<file path="src/rtl/operand_loader.sv">
// operand_loader
//
// Front end for the 4-bit ALU/display block. Slide switches supply a value
// and a debounced "next" button latches it into A, then B, then the opcode.
// The three fields are held on the outputs and drive the ALU directly.
// valid goes high when a complete, legal set is loaded. A level-sensitive
// clear button returns everything to the empty state.
//
// Ports:
//   clock      system clock, rising edge
//   rst        synchronous active-high reset
//   sw[3:0]    slide switches (asynchronous)
//   btn_next   raw "next" push-button (asynchronous, bouncy)
//   btn_clear  raw clear push-button (asynchronous)
//   A[3:0]     latched operand A
//   B[3:0]     latched operand B
//   op[3:0]    latched opcode
//   valid      complete operand set held (state == HOLD)
//   stage[1:0] state code for LEDs: 0 LOAD_A, 1 LOAD_B, 2 LOAD_OP, 3 HOLD
//   op_err     last opcode press was above MAX_OP

module operand_loader #(
    parameter int unsigned DEBOUNCE_CYCLES = 4,
    parameter int unsigned MAX_OP          = 12
) (
    input  logic       clock,
    input  logic       rst,
    input  logic [3:0] sw,
    input  logic       btn_next,
    input  logic       btn_clear,
    output logic [3:0] A,
    output logic [3:0] B,
    output logic [3:0] op,
    output logic       valid,
    output logic [1:0] stage,
    output logic       op_err
);

    // Counter must be at least one bit wide even when DEBOUNCE_CYCLES == 1.
    localparam int unsigned CntW = (DEBOUNCE_CYCLES > 1) ? $clog2(DEBOUNCE_CYCLES) : 1;
    localparam logic [CntW-1:0] CntMax = CntW'(DEBOUNCE_CYCLES - 1);

    typedef enum logic [1:0] {
        StLoadA  = 2'd0,
        StLoadB  = 2'd1,
        StLoadOp = 2'd2,
        StHold   = 2'd3
    } state_e;

    // ------------------------------------------------------------------
    // Two-flop synchronizers
    // ------------------------------------------------------------------
    logic [3:0] sw_meta_q, sw_s;
    logic       next_meta_q, next_s;
    logic       clear_meta_q, clear_s;

    always_ff @(posedge clock) begin
        if (rst) begin
            sw_meta_q    <= '0;
            sw_s         <= '0;
            next_meta_q  <= 1'b0;
            next_s       <= 1'b0;
            clear_meta_q <= 1'b0;
            clear_s      <= 1'b0;
        end else begin
            sw_meta_q    <= sw;
            sw_s         <= sw_meta_q;
            next_meta_q  <= btn_next;
            next_s       <= next_meta_q;
            clear_meta_q <= btn_clear;
            clear_s      <= clear_meta_q;
        end
    end

    // ------------------------------------------------------------------
    // Debounce for btn_next: a new level is accepted only after it has
    // differed from the accepted level for DEBOUNCE_CYCLES straight cycles.
    // Keeps running during clear so a held button is not re-seen later.
    // ------------------------------------------------------------------
    logic            stable_q, stable_d;
    logic            stable_dly_q;
    logic [CntW-1:0] cnt_q, cnt_d;
    logic            press;

    always_comb begin
        stable_d = stable_q;
        cnt_d    = '0;
        if (next_s != stable_q) begin
            if (cnt_q == CntMax) begin
                stable_d = next_s;
            end else begin
                cnt_d = cnt_q + 1'b1;
            end
        end
    end

    always_ff @(posedge clock) begin
        if (rst) begin
            stable_q     <= 1'b0;
            stable_dly_q <= 1'b0;
            cnt_q        <= '0;
        end else begin
            stable_q     <= stable_d;
            stable_dly_q <= stable_q;
            cnt_q        <= cnt_d;
        end
    end

    // One-cycle pulse per accepted rising edge; release gives nothing.
    assign press = stable_q & ~stable_dly_q;

    // ------------------------------------------------------------------
    // Load sequencer
    // ------------------------------------------------------------------
    state_e     state_q, state_d;
    logic [3:0] a_q, a_d;
    logic [3:0] b_q, b_d;
    logic [3:0] op_q, op_d;
    logic       valid_q, valid_d;
    logic       op_err_q, op_err_d;
    logic       op_legal;

    assign op_legal = (32'(sw_s) <= MAX_OP);

    always_comb begin
        state_d  = state_q;
        a_d      = a_q;
        b_d      = b_q;
        op_d     = op_q;
        op_err_d = op_err_q;

        if (clear_s) begin
            // Clear wins over a coincident press, which is simply dropped.
            state_d  = StLoadA;
            a_d      = '0;
            b_d      = '0;
            op_d     = '0;
            op_err_d = 1'b0;
        end else if (press) begin
            unique case (state_q)
                StLoadA: begin
                    a_d     = sw_s;
                    state_d = StLoadB;
                end
                StLoadB: begin
                    b_d     = sw_s;
                    state_d = StLoadOp;
                end
                StLoadOp: begin
                    if (op_legal) begin
                        op_d     = sw_s;
                        op_err_d = 1'b0;
                        state_d  = StHold;
                    end else begin
                        op_err_d = 1'b1;
                    end
                end
                StHold: begin
                    state_d = StLoadA;
                end
                default: begin
                    state_d = StLoadA;
                end
            endcase
        end

        // Registered so it rises on the same edge that latches op.
        valid_d = (state_d == StHold);
    end

    always_ff @(posedge clock) begin
        if (rst) begin
            state_q  <= StLoadA;
            a_q      <= '0;
            b_q      <= '0;
            op_q     <= '0;
            valid_q  <= 1'b0;
            op_err_q <= 1'b0;
        end else begin
            state_q  <= state_d;
            a_q      <= a_d;
            b_q      <= b_d;
            op_q     <= op_d;
            valid_q  <= valid_d;
            op_err_q <= op_err_d;
        end
    end

    assign A      = a_q;
    assign B      = b_q;
    assign op     = op_q;
    assign valid  = valid_q;
    assign stage  = state_q;
    assign op_err = op_err_q;

endmodule

</file>
<file path="config.mk">
export PLATFORM = sky130hd
export DESIGN_NAME = operand_loader
export DESIGN_NICKNAME = d
export VERILOG_FILES = /design/src/rtl/operand_loader.sv
export SDC_FILE = /design/constraint.sdc
export NUM_CORES = 1
export LEC_CHECK = 0
export ABC_CLOCK_PERIOD_IN_PS = 3100
export CAP_MARGIN = 20
export CORE_AREA = 2 2 51 53
export CTS_CLUSTER_SIZE = 16
export DETAILED_ROUTE_END_ITERATION = 8
export DIE_AREA = 0 0 53 55
export HOLD_SLACK_MARGIN = 0.1
export PLACE_DENSITY_LB_ADDON = 0.25
export SYNTH_ARGS = -nofsm -noshare
export SYNTH_HDL_FRONTEND = slang
export SYNTH_SLANG_ARGS = --single-unit
export TNS_END_PERCENT = 20
</file>
<file path="constraint.sdc">
create_clock -name clock -period 3.1 [get_ports clock]
set_input_delay 0.62 -clock clock [delete_from_list [all_inputs] [get_ports clock]]
set_output_delay 0.62 -clock clock [all_outputs]
set_load 0.01 [all_outputs]
</file>
==> run metrics, run 1 <==
sequential power share 61.3%; area delta synth->final 28.3%; Buffers on Ports 23; Detail Route Antenna Nets 0; Yosys top cell area share 56.7%; CP Class reg2out; share of layout cells above drive strength 1 10.6%; Commonest cells post-synth 32 x dfxtp_1, 13 x nor2b_1, 12 x nand2_1; Post-CTS Hold Fix Bufs 0; final hold vios 0; largest net degree at the start of global routing 18; Sum Neg Setup Slack 0 ns; Synth Area in Compound Gates 10.2%; clock group share of total power 35.3%; number of global-route vias before repair 795; internal power 0.000540 W; Syn Nets 125; Yosys warnings 0; Clock Skew 0.00446 ns; status finished, final reports clean; Critical Path Start Type flip-flop; DR DRC count 0; CTS tree yes; Synth Area in XOR/XNOR 0.775%; cell family with most CP delay buffers and inverters; maxcap violations 0; # resized after CTS 0; commonest register cell after synthesis dfxtp_1; via count 847; Seq/Total Area, Yosys 56.7%; Worst Path Max Fanout 6; Mapped Cells 112; Routed WL 1.95 mm; post-synthesis mux area share 1.77%; Longest Clk Path Bufs 2; Logic pwr share 3.3%; unrepaired setup endpoints after global routing false; largest family of logic cells by synthesized area simple AND/OR/NAND/NOR gates; count leader, synth dfxtp_1; Cell Pwr Density 475 nW/um2; clk_lat worst skew 0.32 ns; Placement Cell Area 1390 um2; WL met3 100 um; Synth Area in Adders 5.54%; final setup fails 0; Netlist cell types 23; CP Buf/Inv Count 1; Slew Viols, Final 0; crit path max-delay cell type clkdlybuf4s50_1; Slew @ Worst Pin 0.561 ns; final layout net count 153; simple-gate share of the synthesized area 22.6%; Pre-antenna DRT Iters 4; worst path cell trace clkdlybuf4s50_1; switching power 0.000150 W; flops & latches, synth 32; Data required, critical path 2.48 ns; Mean Syn Cell Area 10.1 um2; number of enable flip-flop cells after synthesis 0; WL met1 798 um; GPL Wtd Cong 0.804; Slew Limit Headroom 62.6%; WL per Instance 11.4 um; I/O Pins 24; Initial Utilization 47.8%; first-pass GRT wire length 3.26 mm; Critical Path Sink Type output port; Core Rows 18; post-route minimum period 1.96 ns; peak supply drop 0.328 mV; Die X 53 um; post-DP HPWL 1.43 mm; Switching Fraction 21.7%; vias per cell 4.95; Hold/Removal Path Class reg2reg; initial antenna violation count 0; metal2 WL 1.02 mm; FFs w/ async S/R, synth 0%; GRT Residual Overflow 0; chip height 55 um; Cell Area, Synth 1130 um2; die area 2920 um2; clk sinks 32; core area 2360 um2; top cells by area, synth dfxtp_1 57%, nor2b_1 7.2%, ha_1 5.5%; Root Buffer clkbuf_4; P_leak 0.523 nW; area leader, netlist dfxtp_1; Achievable Freq 510 MHz; CTS buffer count 5; Top Metal Used met4; Design Area, Final 1450 um2; period utilisation layout 63.2%; GRT Overall Usage 16.1%; Detailed Route Iter0 Violations 4; Hold WS 0.424 ns; max incr delay on CP 0.57 ns; Worst Path Arrival 1.34 ns; fill count 220; Antenna diodes 0; H-tree Lvls 2; clk slew on worst S/H paths 0.10 ns; Post-CTS Setup Bufs 0
==> cell families after synthesis <==
| kind of cell | after synthesis |
|---|---|
| mux | 2 |
| simple gates | 49 |
| flops | 32 |
| compound gates | 17 |
| buf+inv | 6 |
| xor+xnor | 1 |
| fa+ha+maj | 5 |
==> stage by stage <==
step                      worst slack, ns  cells  util [%]  power, W
after floorplan                      1.76    112         -  0.000443
after global placement               1.06    163      58.7  0.000455
after detailed placement             1.02    163      58.7  0.000456
after CTS                            1.12    171      61.3  0.000697
after global routing                 1.07    171      61.3  0.000715
final                                1.14    171      61.3  0.000689
==> path summary, 6_finish.rpt <==
path	start	to	slack, ns	cells past startpoint
max	stage[0]	stage[0]	1.14	1
min	cnt_q[0]	cnt_q[0]	0.42	1
max reg2reg	stage[0]	op[2]	1.65	5
min reg2reg	cnt_q[0]	cnt_q[0]	0.42	1
==> final cells by class <==
cell class / instances / area, um2 / area share (%)
clock inverter: 2 / 10.0 / 0.690
sequential: 32 / 641 / 44.2
tap: 30 / 37.5 / 2.59
multi-input combinational: 74 / 462 / 31.8
timing repair buffer: 24 / 238 / 16.4
clock buffer: 6 / 51.3 / 3.54
inverter: 3 / 11.3 / 0.777
==> per-layer routing <==
metal,vias up,global-route usage [%]
met4,0,11.1
met2,20,28.3
met3,5,5.65
met1,392,16.1
met5,-,0
li1,430,-
==> power by group through the flow <==
| stage | clock network [W] | logic, W | registers [W] |
|---|---|---|---|
| after floorplan | 0 | 0.0000117 | 0.000431 |
| after global placement | 0 | 0.0000226 | 0.000432 |
| after detailed placement | 0 | 0.0000233 | 0.000433 |
| after CTS | 0.000251 | 0.0000234 | 0.000423 |
| after global routing | 0.000265 | 0.0000257 | 0.000424 |
| final | 0.000243 | 0.0000231 | 0.000423 |
==> worst reg2reg max path: stages (launching register included) <==
cell	delay, ns
dfxtp_1	0.44
inv_1	0.12
ha_1	0.23
nand3b_1	0.20
nor2b_2	0.11
o221a_2	0.25
==> layout by cell type (no fill, tap or decap), drive strengths merged, types with 3 or more instances in the layout <==
master / n
dfxtp: 32
clkdlybuf4s50: 23
nor2b: 15
nand2: 12
nand3: 10
a21oi: 10
nor2: 9
clkbuf: 6
ha: 5
inv: 3
==> state kept, by name, summed over array words and instances (netlist names) <==
register      count
B                 4
clear_meta_q      1
op                4
valid             1
stable_dly_q      1
next_meta_q       1
cnt_q             2
clear_s           1
sw_s              4
stable_q          1
sw_meta_q         4
stage             2
A                 4
next_s            1
op_err            1
No activity file was read; power rests on OpenSTA's default activity.
==> run 2: changes to the inputs <==
ABC_CLOCK_PERIOD_IN_PS = 1700   (was 3100)
CORE_AREA = 2 2 55 57   (was 2 2 51 53)
DIE_AREA = 0 0 57 59   (was 0 0 53 55)
clock period = 1.7 ns   (was 3.1 ns; I/O delays follow)
==> run 2 against run 1 <==
Utilization down 6.3 points. Total power up 99%. Flip-flop and latch count unchanged. Cell count up 2.3%. Final area up 2.8%. Largest cell class unchanged. Largest power group unchanged. Highest routed layer unchanged.
==> run metrics, run 2 (synthesis results as in run 1) <==
Critical Path Sink Type output port; clk slew on worst S/H paths 0.10 ns; Post-CTS Hold Fix Bufs 0; Achievable Freq 617 MHz; reg2reg end op[3]; Pre-antenna DRT Iters 4; Cell Pwr Density 920 nW/um2; initial antenna violation count 0; GRT met1 Usage 15.9%; CTS tree yes; met3 Use GR 4.59%; Hold/Removal Path Class reg2reg; Worst Path Arrival 1.28 ns; post-route minimum period 1.62 ns; P_leak 0.543 nW; commonest non-fill, non-tap cell in the layout dfxtp_1; Root Buffer clkbuf_4; peak supply drop 0.742 mV; Detailed Route Iter0 Violations 10; GPL Wtd Cong 0.787; r2r setup slk 0.34 ns; largest net degree at the start of global routing 14; WL per Instance 11.3 um; die area 3360 um2; Buffers on Ports 23; H-tree Lvls 2; max incr delay on CP 0.55 ns; Worst Path Max Fanout 6; Worst R2R Path Depth 5; Slew Limit Headroom 81.1%; status finished, final reports clean; number of global-route vias before repair 866; Longest Clk Path Bufs 2; worst path cell trace clkdlybuf4s50_1; final layout net count 156; most frequent cells in the layout 30 x dfxtp_1, 23 x clkdlybuf4s50_1, 13 x nor2b_1, 12 x nand2_1; R2R Path Start stage[0]; Antenna diodes 0; Clock Skew 0.00649 ns; Slew Viols, Final 0; DR DRC count 0; period utilisation layout 95.3%; Detail Route Antenna Nets 0; unrepaired setup endpoints after global routing false; Routed WL 1.98 mm; post-DP HPWL 1.50 mm; Data required, critical path 1.36 ns; crit path max-delay cell type clkdlybuf4s50_1; clk_lat worst skew 0.32 ns; GR met2 Demand/Resource 24.6%; area delta synth->final 32.0%; clk sinks 32; CTS buffer count 5; final hold vios 0; Tot Pwr 0.00137 W; Sum Neg Setup Slack 0 ns; Top Usage Layer GRT met2; cell family with most CP delay buffers and inverters; via count 854; Hold Path Depth 1; maxcap violations 0; Slew @ Worst Pin 0.283 ns; CP Buf/Inv Count 1; hold path endpoint cnt_q[0]; share of layout cells above drive strength 1 13.2%; Core Rows 19; core area 2710 um2; GRT Overall Usage 14.3%; first-pass GRT wire length 3.62 mm; CP Class reg2out; Die X 57 um; Initial Utilization 41.7%; GRT Residual Overflow 0; I/O Pins 24; Hold WS 0.436 ns; chip height 59 um; final setup fails 0; fill count 250; vias per cell 4.88; Worst Hold Launch cnt_q[0]; Critical Path Start Type flip-flop
==> run 2: changes by cell type in the layout (fill, tap and decap cells not counted) <==
cell	change
dfxtp_2	+2
clkinv_2	-1
dfxtp_1	-2
clkbuf_1	+1
buf_4	+3
bufinv_16	+1
clkbuf_8	-1
==> run 2: worst max-delay path by stage <==
stage                     startpoint        to  slack, ns  depth (start not counted)
after floorplan             stage[0]     op[2]       0.36                          5
after global placement           rst      B[1]       0.28                          4
after detailed placement         rst      A[1]       0.25                          4
after CTS                   stage[1]  stage[1]       0.04                          1
after global routing        stage[0]  stage[0]       0.04                          1
final                       stage[0]  stage[0]       0.08                          1
==> run 2: area by class of cell <==
type                       instances  area [um2]  share of cell area [%]
sequential                        32         643                    43.1
multi-input combinational         74         462                    31.0
timing repair buffer              27         260                    17.4
clock buffer                       6        41.3                    2.77
tap                               31        38.8                    2.60
clock inverter                     2        35.0                    2.35
inverter                           3        11.3                   0.755
==> run 2: what timing repair did <==
action	CTS	global route
gates resized for setup	1	1
buffers inserted	0	0
endpoints found under the setup margin	1	1
cloned	0	0
==> run 2: routing by layer <==
| metal | wire length, um | vias to the layer above |
|---|---|---|
| met5 | 0 | - |
| met4 | 27 | 0 |
| met3 | 103 | 2 |
| met2 | 934 | 22 |
| met1 | 914 | 394 |
| li1 | - | 436 |
==> run 2: metrics by stage <==
step	utilization [%]	instance area, um2	instances	setup WS, ns
2_1_floorplan	-	1130	112	0.360
3_3_place_gp	52.1	1410	167	0.282
3_5_place_dp	52.1	1410	167	0.251
4_1_cts	55.0	1490	175	0.0358
5_1_grt	55.0	1490	175	0.0395
6_report	55.0	1490	175	0.0801
==> run 2: power by group <==
part / internal, W / switching, W / total, W
Sequential: 0.000763 / 0.00000830 / 0.000771
Combinational: 0.0000299 / 0.0000190 / 0.0000490
Clock: 0.000308 / 0.000244 / 0.000552
==> run 3: changes to the inputs <==
SLEW_MARGIN = 20   (was unset)
==> results of run 3 <==
Same layout as run 2: the final DEF is identical, and so are final timing and power.
